$ cat config.mk
export PLATFORM = sky130hd
export DESIGN_NAME = cam_index_decoder
export DESIGN_NICKNAME = d
export VERILOG_FILES = /design/src/rtl/cam_pkg.sv /design/src/rtl/onehotdecoder.sv /design/src/rtl/cam_index_decoder.sv
export SDC_FILE = /design/constraint.sdc
export NUM_CORES = 1
export LEC_CHECK = 0
export ABC_AREA = 1
export CORE_MARGIN = 10
export CORE_UTILIZATION = 38
export CTS_BUF_LIST = sky130_fd_sc_hd__clkbuf_4 sky130_fd_sc_hd__clkbuf_8
export DETAILED_ROUTE_END_ITERATION = 16
export PLACE_DENSITY = 0.78
export SYNTH_ARGS = -nofsm -noshare
export SYNTH_HDL_FRONTEND = slang
export SYNTH_SLANG_ARGS = --single-unit
$ cat constraint.sdc
create_clock -name clk -period 2.4 [get_ports clk]
set_input_delay 0.48 -clock clk [delete_from_list [all_inputs] [get_ports clk]]
set_output_delay 0.48 -clock clk [all_outputs]
set_load 0.005 [all_outputs]
$ cat src/rtl/cam_pkg.sv
// Shared types and default sizes for the CAM write-side decoder.
// Optional feature macro used by the decoder: CAM_WRITE_PROTECT_EN.
package cam_pkg;

  // Default geometry: 32 entries of 32-bit keys.
  localparam int CAM_INDEX_WIDTH = 5;
  localparam int CAM_KEY_WIDTH   = 32;

  // Request opcodes as carried on req_op_i.
  typedef enum logic [1:0] {
    OP_WRITE      = 2'b00,
    OP_INVALIDATE = 2'b01,
    OP_CLEAR_ALL  = 2'b10,
    OP_RSVD       = 2'b11
  } cam_op_e;

  // Decoder control states.
  typedef enum logic [1:0] {
    ST_IDLE  = 2'b00,
    ST_ISSUE = 2'b01,
    ST_SWEEP = 2'b10
  } cam_dec_state_e;

endpackage

$ cat src/rtl/onehotdecoder.sv
// Combinational binary index to one-hot wordline expander.
module onehotdecoder #(
  parameter int INDEX_WIDTH = 5
) (
  input  logic [INDEX_WIDTH-1:0]      i_index,
  output logic [(1<<INDEX_WIDTH)-1:0] o_onehot
);

  // Exactly one bit set, at the position named by the index.
  always_comb begin
    o_onehot          = '0;
    o_onehot[i_index] = 1'b1;
  end

endmodule

$ cat src/rtl/cam_index_decoder.sv
// CAM write-side index decoder: expands an entry index into a one-hot
// wordline enable, keeps the per-entry valid bitmap and reports the lowest
// free entry. Serialises WRITE / INVALIDATE and runs a CLEAR_ALL sweep.
// Optional feature macro: CAM_WRITE_PROTECT_EN (reject WRITE to a valid entry).
//
// Request handshake: a request transfers on a rising edge where
// req_valid_i && req_ready_o. req_ready_o is high only in IDLE and never
// while rst is high; the requester holds every req_* field stable until the
// transfer edge. Requests presented in ISSUE or SWEEP have no effect.
module cam_index_decoder
  import cam_pkg::*;
#(
  parameter int INDEX_WIDTH = CAM_INDEX_WIDTH,
  parameter int KEY_WIDTH   = CAM_KEY_WIDTH
) (
  input  logic                        clk,
  input  logic                        rst,
  input  logic                        req_valid_i,
  output logic                        req_ready_o,
  input  logic [1:0]                  req_op_i,
  input  logic [INDEX_WIDTH-1:0]      req_index_i,
  input  logic [KEY_WIDTH-1:0]        req_key_i,
  output logic [(1<<INDEX_WIDTH)-1:0] wl_en_o,
  output logic [KEY_WIDTH-1:0]        wr_key_o,
  output logic                        wr_set_o,
  output logic [(1<<INDEX_WIDTH)-1:0] entry_valid_o,
  output logic [INDEX_WIDTH-1:0]      free_index_o,
  output logic                        full_o,
  output logic                        done_o,
  output logic                        err_o,
  output cam_dec_state_e              dbg_state_o
);

  localparam int DEPTH = 1 << INDEX_WIDTH;

  // Control and datapath registers.
  cam_dec_state_e         r_state;
  cam_op_e                r_op;
  logic [INDEX_WIDTH-1:0] r_index;
  logic [KEY_WIDTH-1:0]   r_key;
  logic [INDEX_WIDTH-1:0] r_cnt;
  logic [DEPTH-1:0]       r_valid;

  // Combinational helpers.
  logic [INDEX_WIDTH-1:0] w_dec_idx;
  logic [DEPTH-1:0]       w_onehot;
  logic                   w_last;
  logic                   w_reject;
  logic                   w_accept;
  logic [INDEX_WIDTH-1:0] w_free;
  logic                   w_full;

  assign w_accept = req_valid_i && req_ready_o;
  assign w_last   = &r_cnt;

  // A single decoder serves both paths: the sweep counter drives it during
  // SWEEP, the latched request index otherwise.
  assign w_dec_idx = (r_state == ST_SWEEP) ? r_cnt : r_index;

  onehotdecoder #(
    .INDEX_WIDTH (INDEX_WIDTH)
  ) u_onehotdecoder (
    .i_index  (w_dec_idx),
    .o_onehot (w_onehot)
  );

`ifdef CAM_WRITE_PROTECT_EN
  // A WRITE landing on an already-valid entry is refused.
  assign w_reject = (r_state == ST_ISSUE) && (r_op == OP_WRITE) && r_valid[r_index];
`else
  assign w_reject = 1'b0;
`endif

  // Control FSM, request latches, sweep counter and valid bitmap.
  always_ff @(posedge clk) begin
    if (rst) begin
      r_state <= ST_IDLE;
      r_op    <= OP_WRITE;
      r_index <= '0;
      r_key   <= '0;
      r_cnt   <= '0;
      r_valid <= '0;
    end else begin
      case (r_state)
        ST_IDLE: begin
          if (w_accept) begin
            if (cam_op_e'(req_op_i) == OP_CLEAR_ALL) begin
              r_cnt   <= '0;
              r_state <= ST_SWEEP;
            end else begin
              r_op    <= cam_op_e'(req_op_i);
              r_index <= req_index_i;
              r_key   <= req_key_i;
              r_state <= ST_ISSUE;
            end
          end
        end
        ST_ISSUE: begin
          case (r_op)
            OP_WRITE: begin
              if (!w_reject) begin
                r_valid[r_index] <= 1'b1;
              end
            end
            OP_INVALIDATE: r_valid[r_index] <= 1'b0;
            default: ;
          endcase
          r_state <= ST_IDLE;
        end
        ST_SWEEP: begin
          r_valid[r_cnt] <= 1'b0;
          r_cnt          <= r_cnt + 1'b1;
          if (w_last) begin
            r_state <= ST_IDLE;
          end
        end
        default: r_state <= ST_IDLE;
      endcase
    end
  end

  // Wordline side outputs, decoded purely from registered state so they are
  // stable for the whole cycle. Rejected and reserved ops drive no wordline.
  always_comb begin
    wl_en_o  = '0;
    wr_key_o = '0;
    wr_set_o = 1'b0;
    done_o   = 1'b0;
    err_o    = 1'b0;
    case (r_state)
      ST_ISSUE: begin
        done_o = 1'b1;
        err_o  = w_reject;
        if (r_op == OP_WRITE && !w_reject) begin
          wl_en_o  = w_onehot;
          wr_key_o = r_key;
          wr_set_o = 1'b1;
        end else if (r_op == OP_INVALIDATE) begin
          wl_en_o = w_onehot;
        end
      end
      ST_SWEEP: begin
        wl_en_o = w_onehot;
        done_o  = w_last;
      end
      default: ;
    endcase
  end

  // Lowest-index free entry; reports 0 when every entry is valid.
  always_comb begin
    w_free = '0;
    w_full = &r_valid;
    for (int i = DEPTH - 1; i >= 0; i--) begin
      if (!r_valid[i]) begin
        w_free = INDEX_WIDTH'(i);
      end
    end
  end

  assign req_ready_o   = (r_state == ST_IDLE) && !rst;
  assign entry_valid_o = r_valid;
  assign free_index_o  = w_free;
  assign full_o        = w_full;
  assign dbg_state_o   = r_state;

endmodule

* Word-level counts from Yosys, hierarchy flattened
Cells that the tools add are included.
Word-level totals: bits in registers 78, input bits 42, output and inout port bits 108, word-level logic and storage cells 99
Operators by class: add/subtract/negate cells 1, magnitude comparators 6, equal/unequal tests 8, mux-type cells 56, bitwise gates (word level) 6, reductions and logical operators 16
Operator list (number):
- 32-bit one-hot mux with 2 select lines | 3
- 5-bit two-way mux | 35
- 32-bit two-way mux | 4
- 32-bit AND | 2
- 32-bit NOT | 2
- 32-bit OR | 1
- 32-bit AND reduction | 1
- 5-bit by 6-bit < comparator with 1-bit output, second input constant | 3
- 1-bit demux with 5-bit select | 3
- 5-bit by 1-bit greater-or-equal comparator with 1-bit output, second input constant | 3
- 5-bit one-hot mux with 2 select lines | 1
- 2-bit two-way mux | 3
- 2-bit inequality test, second input constant | 3
- 3-bit AND reduction | 2
- 5-bit by 1-bit adder with 5-bit output, second input constant | 1
- 1-bit logical AND | 5
- 1-bit two-way mux | 5
- 5-bit AND reduction | 1
- 2-bit by 1-bit == test with 1-bit output, second input constant | 2
- 2-bit == test, second input constant | 2
- 2-bit logical NOT | 2
- 2-bit one-hot mux with 2 select lines | 1
- 2-bit AND reduction | 2
- 2-bit nonzero test | 2
- other kinds (4) | 4

* Longest topological paths before layout
depth after elaboration 32, depth in mapped cells 31, gate-level depth less buffers 31

* Modules after synthesis
From an unflattened synthesis, not the netlist that was laid out.
Second synthesis, totals: cells, all modules 779, area total of the unflattened synthesis 4695.8 um2
By module, submodules not included:
- cam_index_decoder | times used 1, cells each 729, area each 4500.6 um2, sequential area each 1561.5 um2
- onehotdecoder | times used 1, cells each 50, area each 195.2 um2, sequential area each 0.0 um2

* Least setup slack after synthesis
OpenSTA, ideal clock, no wires.
kind register to output, start point reg (tool-made name), end point out free_index_o[0], arrival 1.789 ns, data required time 1.920 ns, slack 0.131 ns, stages on the path, launching flop included 31, buffers on the path 0, cells stage by stage dfxtp_1 > nand2_1 > nand2_1 > nand2_1 > nand2_1 > nand2_1 > nand2_1 > nand2_1 > nand2_1 > nand2_1 > nand2_1 > nand2_1 > nand2_1 > nand2_1 > nand2_1 > nand2_1 > nand2_1 > nand2_1 > nand2_1 > nand2_1 > nand2_1 > nand2_1 > nand2_1 > nand2_1 > nand2_1 > nand2_1 > nand2_1 > nand2_1 > nand2_1 > nand2_1 > a21oi_2
RTL lines:
- end, declared | RTL line cam_index_decoder.sv:27 | output logic [INDEX_WIDTH-1:0] free_index_o,

==> metrics.md <==
| Metric | Value |
|---|---|
| CTS tree | yes |
| Hold_ws | between 0.4 and 0.5 ns |
| Worst-Margin Slew | about 0.77 ns |
| Hold-fix buffers at CTS | 0 |
| Fillers | approximately 1000 |
| I/O Buffers | between 100 and 150 |
| Syn. warnings | 0 |
| CP max stage delay | ~0.33 ns |
| Number of global-route vias before repair | 5022 |
| Initial Util | 0.387 |
| Met2 Usage GRT | 0.306 |
| Area leader, netlist | dfxtp_1 |
| Overall Global Routing Usage | 0.185 |
| Grt peak-use layer | met2 |
| Tmin final | 2.92 ns |
| Startpoint Class | flip-flop |
| Grt ovf | 0 |
| Synth area leaders | dfxtp_1 (35%), a21oi_1 (11%), o21ai_0 (11%) |
| Unrepaired setup endpoints after global routing | true |
| Chip Height | roughly 130 um |
| WP data arrival | around 2.4 ns |
| Primary FF master, synth | dfxtp_1 |
| Clock Tree Buf Depth | 2 |
| Worst-path clk slew | around 0.09 ns |
| Pleak | about 3 nW |
| Final worst-path cycle share | 1.22 |
| Syn Inst Count | 709 |
| Total number of vias | between 5000 and 6000 |
| Pin count of the biggest net entering global routing | 45 |
| Diodes inserted | 0 |
| First-pass GRT wire length | roughly 25000 um |
| Final setup fails | 30 |
| Row cnt | 39 |
| Top cells by count, synth | nor2_1 (118), a21oi_1 (101), o21ai_0 (100) |
| DPL Wire Length | 11400 um |
| Relative slew margins | 0.484 |
| DR WL/cell | roughly 15 um |
| Worst Hold Class | reg -> reg |
| Number of synthesized flops with an enable pin | 0 |
| FF-to-FF path depth | 13 |
| Placed Instances | 1045 |
| Status | finished, violations left |
| DR vias/cell | between 5 and 6 |
| Sequential fraction of the synthesis area | 0.355 |
| FF-to-FF Start | dbg_state_o[1]$_SDFFE_PP0P_ |
| CP endpoint kind | primary output |
| VDD IR-drop max | 0.000592 V |
| Max Clk Rate | 343 MHz |
| CP dominant cell by count | nand2_1 |
| Drt pass-1 iters | 6 |
| Later-pin clock latency in the skew report | roughly 0.38 ns |
| Routed Antenna Nets | 0 |
| Fin cells | around 1100 |
| H-tree levels | 3 |
| Maxcap violations | 0 |
| Syn Std Cell Area | ~0.0044 mm^2 |
| Initial detailed-routing violation count | 430 |
| Chip width | about 130 um |
| Crit path to | free_index_o[0] |
| Most frequent cell after synthesis | nor2_1 |
| Syn_nets | 759 |
| Slew Viols, Final | 0 |
| Layout Area Growth over Synthesis | 64.7% |
| Synth cell types | 23 |
| Met1 usage | 0.219 |
| Pwr/cell area | 863 mW/mm^2 |
| Clock skew | 0.00791 ns |
| Top-area cell type share of the netlist area | 0.355 |
| Failing checks | setup timing |
| Antenna violations before repair | 0 |
| Worst-path maximum fanout | 2 |
| GP Congestion | about 0.86 |
| Crit Path Class | reg -> out |
| M3 GR Usage | 0.0749 |
| Post-Route WL | 16600 um |
| DRC viols | 0 |
| Clock Sinks | between 70 and 80 |
| CP max stage cell | dfxtp_2 |
| TritonCTS buffer count | 9 |
| Worst R2R Setup Slack | 0.16 ns |
| Root buffer cell | clkbuf_8 |
| Post-Place Setup Slack | -0.506 ns |
| Fraction of registers with async set/reset | 0 |
| Syn_area_per_cell | around 6.2 um^2 |
| Data required, critical path | 1.92 ns |
| Setup slack after layout | -0.517 ns |
| Core area | approximately 0.011 mm^2 |
| Final-report hold violation count | 0 |
| Share of cells above drive strength 1 | 0.275 |
| #FFs+latches synth | slightly below 80 |
| Post-layout net count | a little under 1000 |
| I/O Pins | 150 |
| Die area | ~0.016 mm^2 |
| Setup TNS Final | -2.99 ns |
-- area by class of cell --
class                           instances  area (um^2)  area share
Multi-Input combinational cell        501         2760       0.381
Sequential cell                        78         1580       0.218
Tap cell                              143          179      0.0247
Clock buffer                            9          124      0.0171
Clock inverter                          7         55.1     0.00759
Timing Repair Buffer                  253         2180       0.301
Inverter                               95          367      0.0506
-- metrics by stage --
stage / utilization / total power [W] / cell area (um^2)
2_1_floorplan: - / 0.00296 / 4400
3_3_place_gp: 0.575 / 0.00412 / 6540
3_5_place_dp: 0.575 / 0.00415 / 6540
4_1_cts: 0.608 / 0.00559 / 6920
5_1_grt: 0.638 / 0.00663 / 7250
6_report: 0.638 / 0.00626 / 7250
-- critical path, delay by kind of cell (launching register included) --
family          cells  cell delay [ns]
simple gates       29             1.48
compound gates      1             0.11
flops               1             0.33
buf+inv             2             0.15
-- how the worst min path moves through the flow --
stage,start,endpoint,cells after the start
floorplan,r_key[0]$_SDFFE_PP0P_,r_key[0]$_SDFFE_PP0P_,2
global placement,r_key[13]$_SDFFE_PP0P_,r_key[13]$_SDFFE_PP0P_,2
detailed placement,r_key[21]$_SDFFE_PP0P_,r_key[21]$_SDFFE_PP0P_,2
CTS,r_key[21]$_SDFFE_PP0P_,r_key[21]$_SDFFE_PP0P_,2
global route,r_key[0]$_SDFFE_PP0P_,r_key[0]$_SDFFE_PP0P_,2
finish,r_key[25]$_SDFFE_PP0P_,r_key[25]$_SDFFE_PP0P_,2
-- power breakdown --
group | internal [W] | switching, W | total [W]
logic | 0.00165 | 0.00209 | 0.00374
registers | 0.00146 | 0.000105 | 0.00157
clock network | 0.000388 | 0.000571 | 0.000959
total | 0.00349 | 0.00277 | 0.00626
-- layer usage --
metal / up-vias / routed length, um
met4: 0 / 328
met2: 192 / 8110
met1: 2471 / 6730
li1: 2778 / -
met5: - / 0
met3: 31 / 1470
-- logic make-up after synthesis --
| family | share of synthesized area |
|---|---|
| other | 0.000852 |
| AOI/OAI and AO/OA | 0.249 |
| buffers and inverters | 0.112 |
| and+or+nand+nor | 0.261 |
| DFF | 0.355 |
| adders and majority gates | 0.0227 |
-- cells in the final DEF (no fill, tap or decap), drive strengths merged, types with 6 or more instances in the layout --
cell type,count
clkdlybuf4s50,75
inv,98
clkbuf,22
clkdlybuf4s15,6
ha,8
nor3,16
dfxtp,78
buf,142
o21ai,100
nor2,118
a21oi,102
nand3,44
nand2,92
dlygate4sd2,15
-- repair_timing --
action / CTS / global route
pin swaps: 16 / 38
cloned: 1 / 1
setup buffers: 14 / 11
gates resized for setup: 215 / 167
setup endpoints to repair: 73 / 94
Note: power is estimated with default switching activity, not from simulation.
